File: src/rtl/stack_req_ctrl_if.sv
// Request/command bundle between the EX issue slots, the stack controller and the stack.
// The master side drives the slot requests; the slave side (the controller) returns commands and status.
interface stack_req_ctrl_if #(
   parameter int OCC_W = 11
);
   logic             vld0;
   logic             vld1;
   logic             push_req0;
   logic             pop_req0;
   logic             push_req1;
   logic             pop_req1;
   logic             stall_in;
   logic             flush;
   logic             trap_clr;
   logic             push0;
   logic             pop0;
   logic             push1;
   logic             pop1;
   logic             ovf0;
   logic             ovf1;
   logic             unf0;
   logic             unf1;
   logic             ill0;
   logic             ill1;
   logic             trap;
   logic [OCC_W-1:0] occ;
   logic [OCC_W-1:0] hwm;

   modport master (
      output vld0, vld1, push_req0, pop_req0, push_req1, pop_req1,
             stall_in, flush, trap_clr,
      input  push0, pop0, push1, pop1, ovf0, ovf1, unf0, unf1,
             ill0, ill1, trap, occ, hwm
   );

   modport slave (
      input  vld0, vld1, push_req0, pop_req0, push_req1, pop_req1,
             stall_in, flush, trap_clr,
      output push0, pop0, push1, pop1, ovf0, ovf1, unf0, unf1,
             ill0, ill1, trap, occ, hwm
   );
endinterface

File: src/rtl/stack_req_ctrl.sv
// EX-stage issue controller for the dual-port PUSH/POP stack: gates both slots against
// full/empty using a shadow occupancy count and latches a trap on any fault.
module stack_req_ctrl #(
   parameter int DEPTH = 1024,
   parameter int OCC_W = 11
) (
   input logic           clk,
   input logic           rst_n,
   stack_req_ctrl_if.slave bus
);
   localparam logic [0:0] RUN  = 1'b0;
   localparam logic [0:0] TRAP = 1'b1;
   localparam logic [OCC_W-1:0] FULL = OCC_W'(DEPTH);

   logic [0:0]       state;
   logic [0:0]       state_nxt;
   logic [OCC_W-1:0] occ;
   logic [OCC_W-1:0] hwm;
   logic [OCC_W-1:0] occ_mid;
   logic [OCC_W-1:0] occ_nxt;
   logic [OCC_W-1:0] hwm_nxt;
   logic             active;
   logic             req_push0, req_pop0, req_push1, req_pop1;
   logic             iss_push0, iss_pop0, iss_push1, iss_pop1;
   logic             ill0_c, ill1_c;
   logic             ovf0_c, ovf1_c, unf0_c, unf1_c;
   logic             fault;
   logic             ovf0, ovf1, unf0, unf1, ill0, ill1;

   // rst_n is folded in so commands drop combinationally while reset is held.
   assign active = rst_n & ~bus.stall_in & ~bus.flush & (state == RUN);

   assign ill0_c = active & bus.vld0 & bus.push_req0 & bus.pop_req0;
   assign ill1_c = active & bus.vld1 & bus.push_req1 & bus.pop_req1;

   assign req_push0 = active & bus.vld0 & bus.push_req0 & ~bus.pop_req0;
   assign req_pop0  = active & bus.vld0 & bus.pop_req0  & ~bus.push_req0;
   assign req_push1 = active & bus.vld1 & bus.push_req1 & ~bus.pop_req1;
   assign req_pop1  = active & bus.vld1 & bus.pop_req1  & ~bus.push_req1;

   // Slot 0 sees the current count and slot 1 the count after slot 0, except that
   // push0+pop1 always issues both, so the push is allowed even when full.
   always_comb begin
      iss_push0 = req_push0 & ((occ != FULL) | req_pop1);
      iss_pop0  = req_pop0 & (occ != '0);
      occ_mid   = occ + OCC_W'(iss_push0) - OCC_W'(iss_pop0);
      iss_push1 = req_push1 & (occ_mid != FULL);
      iss_pop1  = req_pop1 & ((occ_mid != '0) | req_push0);
      occ_nxt   = occ_mid + OCC_W'(iss_push1) - OCC_W'(iss_pop1);
      hwm_nxt   = (occ_nxt > hwm) ? occ_nxt : hwm;
   end

   assign ovf0_c = req_push0 & ~iss_push0;
   assign unf0_c = req_pop0  & ~iss_pop0;
   assign ovf1_c = req_push1 & ~iss_push1;
   assign unf1_c = req_pop1  & ~iss_pop1;
   assign fault  = ovf0_c | ovf1_c | unf0_c | unf1_c | ill0_c | ill1_c;

   // A new fault takes priority over trap_clr.
   always_comb begin
      state_nxt = state;
      if (fault)
         state_nxt = TRAP;
      else if ((state == TRAP) && bus.trap_clr)
         state_nxt = RUN;
   end

   always_ff @(posedge clk or negedge rst_n) begin
      if (!rst_n) begin
         state <= RUN;
         occ   <= '0;
         hwm   <= '0;
         ovf0  <= 1'b0;
         ovf1  <= 1'b0;
         unf0  <= 1'b0;
         unf1  <= 1'b0;
         ill0  <= 1'b0;
         ill1  <= 1'b0;
      end else begin
         state <= state_nxt;
         occ   <= occ_nxt;
         hwm   <= hwm_nxt;
         ovf0  <= ovf0_c;
         ovf1  <= ovf1_c;
         unf0  <= unf0_c;
         unf1  <= unf1_c;
         ill0  <= ill0_c;
         ill1  <= ill1_c;
      end
   end

   assign bus.push0 = iss_push0;
   assign bus.pop0  = iss_pop0;
   assign bus.push1 = iss_push1;
   assign bus.pop1  = iss_pop1;
   assign bus.ovf0  = ovf0;
   assign bus.ovf1  = ovf1;
   assign bus.unf0  = unf0;
   assign bus.unf1  = unf1;
   assign bus.ill0  = ill0;
   assign bus.ill1  = ill1;
   assign bus.trap  = (state == TRAP);
   assign bus.occ   = occ;
   assign bus.hwm   = hwm;
endmodule

File: src/flat_wrapper.sv
// flat-port wrapper written by rule: the top's interface ports become plain ports
module stack_req_ctrl_flat 
#(
   parameter int DEPTH = 1024,
   parameter int OCC_W = 11
)
  (clk, rst_n, bus_vld0, bus_vld1, bus_push_req0, bus_pop_req0, bus_push_req1, bus_pop_req1, bus_stall_in, bus_flush, bus_trap_clr, bus_push0, bus_pop0, bus_push1, bus_pop1, bus_ovf0, bus_ovf1, bus_unf0, bus_unf1, bus_ill0, bus_ill1, bus_trap, bus_occ, bus_hwm);
  stack_req_ctrl_if #(.OCC_W(OCC_W)) bus_i ();
  input logic clk;
  input logic rst_n;
  input wire logic [$bits(bus_i.vld0)-1:0] bus_vld0;
  input wire logic [$bits(bus_i.vld1)-1:0] bus_vld1;
  input wire logic [$bits(bus_i.push_req0)-1:0] bus_push_req0;
  input wire logic [$bits(bus_i.pop_req0)-1:0] bus_pop_req0;
  input wire logic [$bits(bus_i.push_req1)-1:0] bus_push_req1;
  input wire logic [$bits(bus_i.pop_req1)-1:0] bus_pop_req1;
  input wire logic [$bits(bus_i.stall_in)-1:0] bus_stall_in;
  input wire logic [$bits(bus_i.flush)-1:0] bus_flush;
  input wire logic [$bits(bus_i.trap_clr)-1:0] bus_trap_clr;
  output wire logic [$bits(bus_i.push0)-1:0] bus_push0;
  output wire logic [$bits(bus_i.pop0)-1:0] bus_pop0;
  output wire logic [$bits(bus_i.push1)-1:0] bus_push1;
  output wire logic [$bits(bus_i.pop1)-1:0] bus_pop1;
  output wire logic [$bits(bus_i.ovf0)-1:0] bus_ovf0;
  output wire logic [$bits(bus_i.ovf1)-1:0] bus_ovf1;
  output wire logic [$bits(bus_i.unf0)-1:0] bus_unf0;
  output wire logic [$bits(bus_i.unf1)-1:0] bus_unf1;
  output wire logic [$bits(bus_i.ill0)-1:0] bus_ill0;
  output wire logic [$bits(bus_i.ill1)-1:0] bus_ill1;
  output wire logic [$bits(bus_i.trap)-1:0] bus_trap;
  output wire logic [$bits(bus_i.occ)-1:0] bus_occ;
  output wire logic [$bits(bus_i.hwm)-1:0] bus_hwm;
  assign bus_i.vld0 = bus_vld0;
  assign bus_i.vld1 = bus_vld1;
  assign bus_i.push_req0 = bus_push_req0;
  assign bus_i.pop_req0 = bus_pop_req0;
  assign bus_i.push_req1 = bus_push_req1;
  assign bus_i.pop_req1 = bus_pop_req1;
  assign bus_i.stall_in = bus_stall_in;
  assign bus_i.flush = bus_flush;
  assign bus_i.trap_clr = bus_trap_clr;
  assign bus_push0 = bus_i.push0;
  assign bus_pop0 = bus_i.pop0;
  assign bus_push1 = bus_i.push1;
  assign bus_pop1 = bus_i.pop1;
  assign bus_ovf0 = bus_i.ovf0;
  assign bus_ovf1 = bus_i.ovf1;
  assign bus_unf0 = bus_i.unf0;
  assign bus_unf1 = bus_i.unf1;
  assign bus_ill0 = bus_i.ill0;
  assign bus_ill1 = bus_i.ill1;
  assign bus_trap = bus_i.trap;
  assign bus_occ = bus_i.occ;
  assign bus_hwm = bus_i.hwm;
  stack_req_ctrl #(.DEPTH(DEPTH), .OCC_W(OCC_W)) u_core (.clk(clk), .rst_n(rst_n), .bus(bus_i));
endmodule
File: config.mk
export PLATFORM = sky130hd
export DESIGN_NAME = stack_req_ctrl_flat
export DESIGN_NICKNAME = d
export VERILOG_FILES = /design/src/rtl/stack_req_ctrl_if.sv /design/src/rtl/stack_req_ctrl.sv /design/src/flat_wrapper.sv
export SDC_FILE = /design/constraint.sdc
export NUM_CORES = 1
export LEC_CHECK = 0
export CAP_MARGIN = 20
export CORE_UTILIZATION = 60
export CTS_CLUSTER_DIAMETER = 80
export DETAILED_ROUTE_END_ITERATION = 10
export DONT_BUFFER_PORTS = 1
export PLACE_DENSITY = 0.8
export SYNTH_ARGS = -nofsm -noshare
export SYNTH_HDL_FRONTEND = slang
export SYNTH_SLANG_ARGS = --single-unit
File: constraint.sdc
create_clock -name clk -period 8.2 [get_ports clk]
set_input_delay 1.64 -clock clk [delete_from_list [all_inputs] [get_ports clk]]
set_output_delay 1.64 -clock clk [all_outputs]
set_load 0.01 [all_outputs]
==> flow_summary.json <==
{
  "path_buf_inv": 4,
  "yosysWarningCount": 0,
  "netlist.area_leader.share_pct": 28.83,
  "initialDrtViolationCount": 145,
  "fillerInstances": 246,
  "violations": "setup timing",
  "slowest_delay_ns": 0.40,
  "clockRootBuffer": "clkbuf_8",
  "clock_path_buffers": 2,
  "crit_type": "input port to flop",
  "startpoint_type": "input port",
  "ant_nets": 0,
  "h-tree-depth": 2,
  "hold_violations": 0,
  "viasPerCell": 5.954,
  "hold_class": "flop to flop",
  "numCtsBuffers": 5,
  "async_flop_share_pct": 100.0,
  "finalMaxSlewViolations": 0,
  "worstSkewPairLatency_ns": 0.29,
  "grt_max_degree": 31,
  "syn_nets": 323,
  "tightest_slew_ns": 0.5187,
  "worstPathRequired_ns": 8.37,
  "finalSetupViolations": 10,
  "ys_ff_latch": 29,
  "dieArea_sq_um": 4459,
  "path_max_fanout": 8,
  "synthTopCellsByArea": "dfrtp_1 (29%), ha_1 (20%), inv_1 (6.3%)",
  "rsz0062_at_grt": "yes",
  "core-area_sq_um": 4000,
  "synth-main-ff-cell": "dfrtp_1",
  "fin_crit_ns": 8.339,
  "final_cells": 371,
  "grt.overflow.total": 0,
  "start_util_pct": 62.93,
  "worstPathArrival_ns": 8.51,
  "antenna_found_initial": 0,
  "crit_slowest_cell": "fa_2",
  "vias": 2209,
  "netlist_instances": 269,
  "synth_seq_area_share_pct": 28.83,
  "maxCapViolations": 0,
  "place.gp.congestion": 0.8460,
  "routed_wl_microns": 6962,
  "fin_nets": 374,
  "grt.total_usage_pct": 29.82,
  "worstSetupEndpointType": "flop",
  "timing.fmax_mhz": 119.9,
  "tritoncts": "built",
  "fin_ws_ns": -0.1393,
  "grt_pass1_vias": 2101,
  "dpl.hpwl_microns": 4648,
  "syn_area_per_cell_sq_um": 9.358,
  "io_pins": 44,
  "finalClockSkew_ns": 0.01012,
  "drt-pass1-iter-count": 4,
  "ys_top_cells_by_count": "inv_1 (42), ha_1 (41), dfrtp_1 (29)",
  "synth_area_sq_um": 2517,
  "crit_family": "adder cells",
  "clkTransAtPathRegs_ns": 0.06,
  "die_w_microns": 66.78,
  "die_h_microns": 66.78,
  "num_antenna_cells": 0,
  "fin_crit_sh_pct": 101.7,
  "grt_pass1_wl_microns": 9680,
  "drc": 0,
  "place_inst": 354,
  "synth.distinct_cells": 51,
  "cts_hold_buf": 0,
  "status": "finished with violations",
  "netlist.top_cell.by_area": "dfrtp_1",
  "cts_sinks": 29,
  "row_count": 23,
  "drive_above_1_share_pct": 28.35,
  "maxSlewHeadroom_pct": 65.25,
  "area_delta_synth_final_pct": 26.19,
  "synth_edf_count": 0,
  "yosysMostFrequentCell": "inv_1",
  "post_drt_wl_per_cell_microns": 18.77,
  "port_buffers": 0,
  "fin_util_pct": 79.42
}
[state kept, by name, summed over array words and instances (netlist names)]
name,flops
u_core.bus.hwm,11
u_core.bus.ill1,1
u_core.bus.unf1,1
u_core.bus.ill0,1
u_core.bus.ovf0,1
u_core.bus.trap,1
u_core.bus.ovf1,1
u_core.bus.unf0,1
u_core.bus.occ,11
[final timing paths]
kind,startpoint,to,slack (ns),cells past startpoint
max,bus_flush,u_core.bus.hwm[9],-0.14,36
min,u_core.bus.hwm[5],u_core.bus.hwm[5],0.61,2
max reg2reg,u_core.bus.trap,u_core.bus.hwm[9],0.77,36
min reg2reg,u_core.bus.hwm[5],u_core.bus.hwm[5],0.61,2
max in group asynchronous,rst_n,u_core.bus.occ[10],7.06,0
min in group asynchronous,rst_n,u_core.bus.ovf0,1.03,0
[cells in the final DEF, fill, tap and decap left out, drive strengths merged, types with 2 or more instances in the layout]
| cell | synthesis | layout |
|---|---|---|
| buf | 0 | 45 |
| inv | 42 | 42 |
| ha | 41 | 41 |
| dfrtp | 29 | 29 |
| a21oi | 18 | 18 |
| nor2 | 13 | 13 |
| xnor2 | 13 | 13 |
| o21ai | 13 | 13 |
| nand2 | 11 | 11 |
| nor3 | 9 | 9 |
| clkbuf | 1 | 7 |
| o21a | 6 | 6 |
| nand3 | 6 | 6 |
| nand2b | 6 | 6 |
| a21o | 6 | 6 |
| xor2 | 5 | 5 |
| o21bai | 4 | 4 |
| nand4b | 3 | 3 |
| nand3b | 3 | 3 |
| mux2 | 3 | 3 |
| a211oi | 3 | 3 |
| or2 | 3 | 3 |
| o221ai | 3 | 3 |
| and4b | 2 | 2 |
| nor4 | 2 | 2 |
| nand4 | 2 | 2 |
| fa | 2 | 2 |
| nor2b | 2 | 2 |
| and2b | 2 | 2 |
[routing by layer]
metal | part of all wire, % | up-vias | track usage, %
met5 | 0 | - | 0
li1 | - | 1046 | -
met3 | 5.4 | 24 | 6.336
met1 | 40 | 1055 | 34.62
met2 | 51 | 84 | 52.02
met4 | 3.7 | 0 | 13.30
[timing repair]
action / in CTS / in global routing
endpoints found under the setup margin: 8 / 11
buffers inserted: 0 / 9
hold endpoints to repair: 0 / 0
pin swaps: 0 / 19
resized for setup: 3 / 29
[worst register-to-register path, delay by kind of cell, from the launching register on]
family / cells / cell delay (ns)
XOR/XNOR: 2 / 0.44
AO/OA/AOI/OAI: 11 / 1.82
AND/OR/NAND/NOR: 10 / 1.66
buffers and inverters: 4 / 0.38
multiplexers: 1 / 0.33
adder cells (fa/ha/maj): 8 / 2.22
flip-flops: 1 / 0.46
[cell families after synthesis]
family | Yosys count | share of synthesized area (%)
compound gates | 64 | 19.43
xor+xnor | 18 | 6.561
fa+ha+maj | 43 | 21.97
buf+inv | 43 | 6.411
flops | 29 | 28.83
mux | 4 | 1.888
simple gates | 68 | 14.91
[cell type report]
class                      instances  area [sq um]  area share (%)
timing repair buffer              45         345.3           10.87
inverter                          42         157.7           4.963
clock buffer                       7         86.33           2.718
tap                               50         62.56           1.969
clock inverter                     1         30.03          0.9453
multi-input combinational        197          1769           55.69
sequential                        29         725.7           22.84
[stage by stage]
stage	setup WS (ns)	cell area, sq um	hold WS [ns]	setup TNS [ns]
6_report	-0.1393	3177	0.6055	-0.9202
5_1_grt	-0.5373	3177	0.6384	-5.492
4_1_cts	0.007179	2990	0.6132	0
3_5_place_dp	-0.3331	2853	0.6032	-2.609
3_3_place_gp	-0.1758	2853	0.6002	-1.016
2_1_floorplan	0.01290	2524	0.5659	0
Power is left out: the tool's default activity adds up to more than one toggle a clock period on the data nets, which glitch-free logic cannot reach.
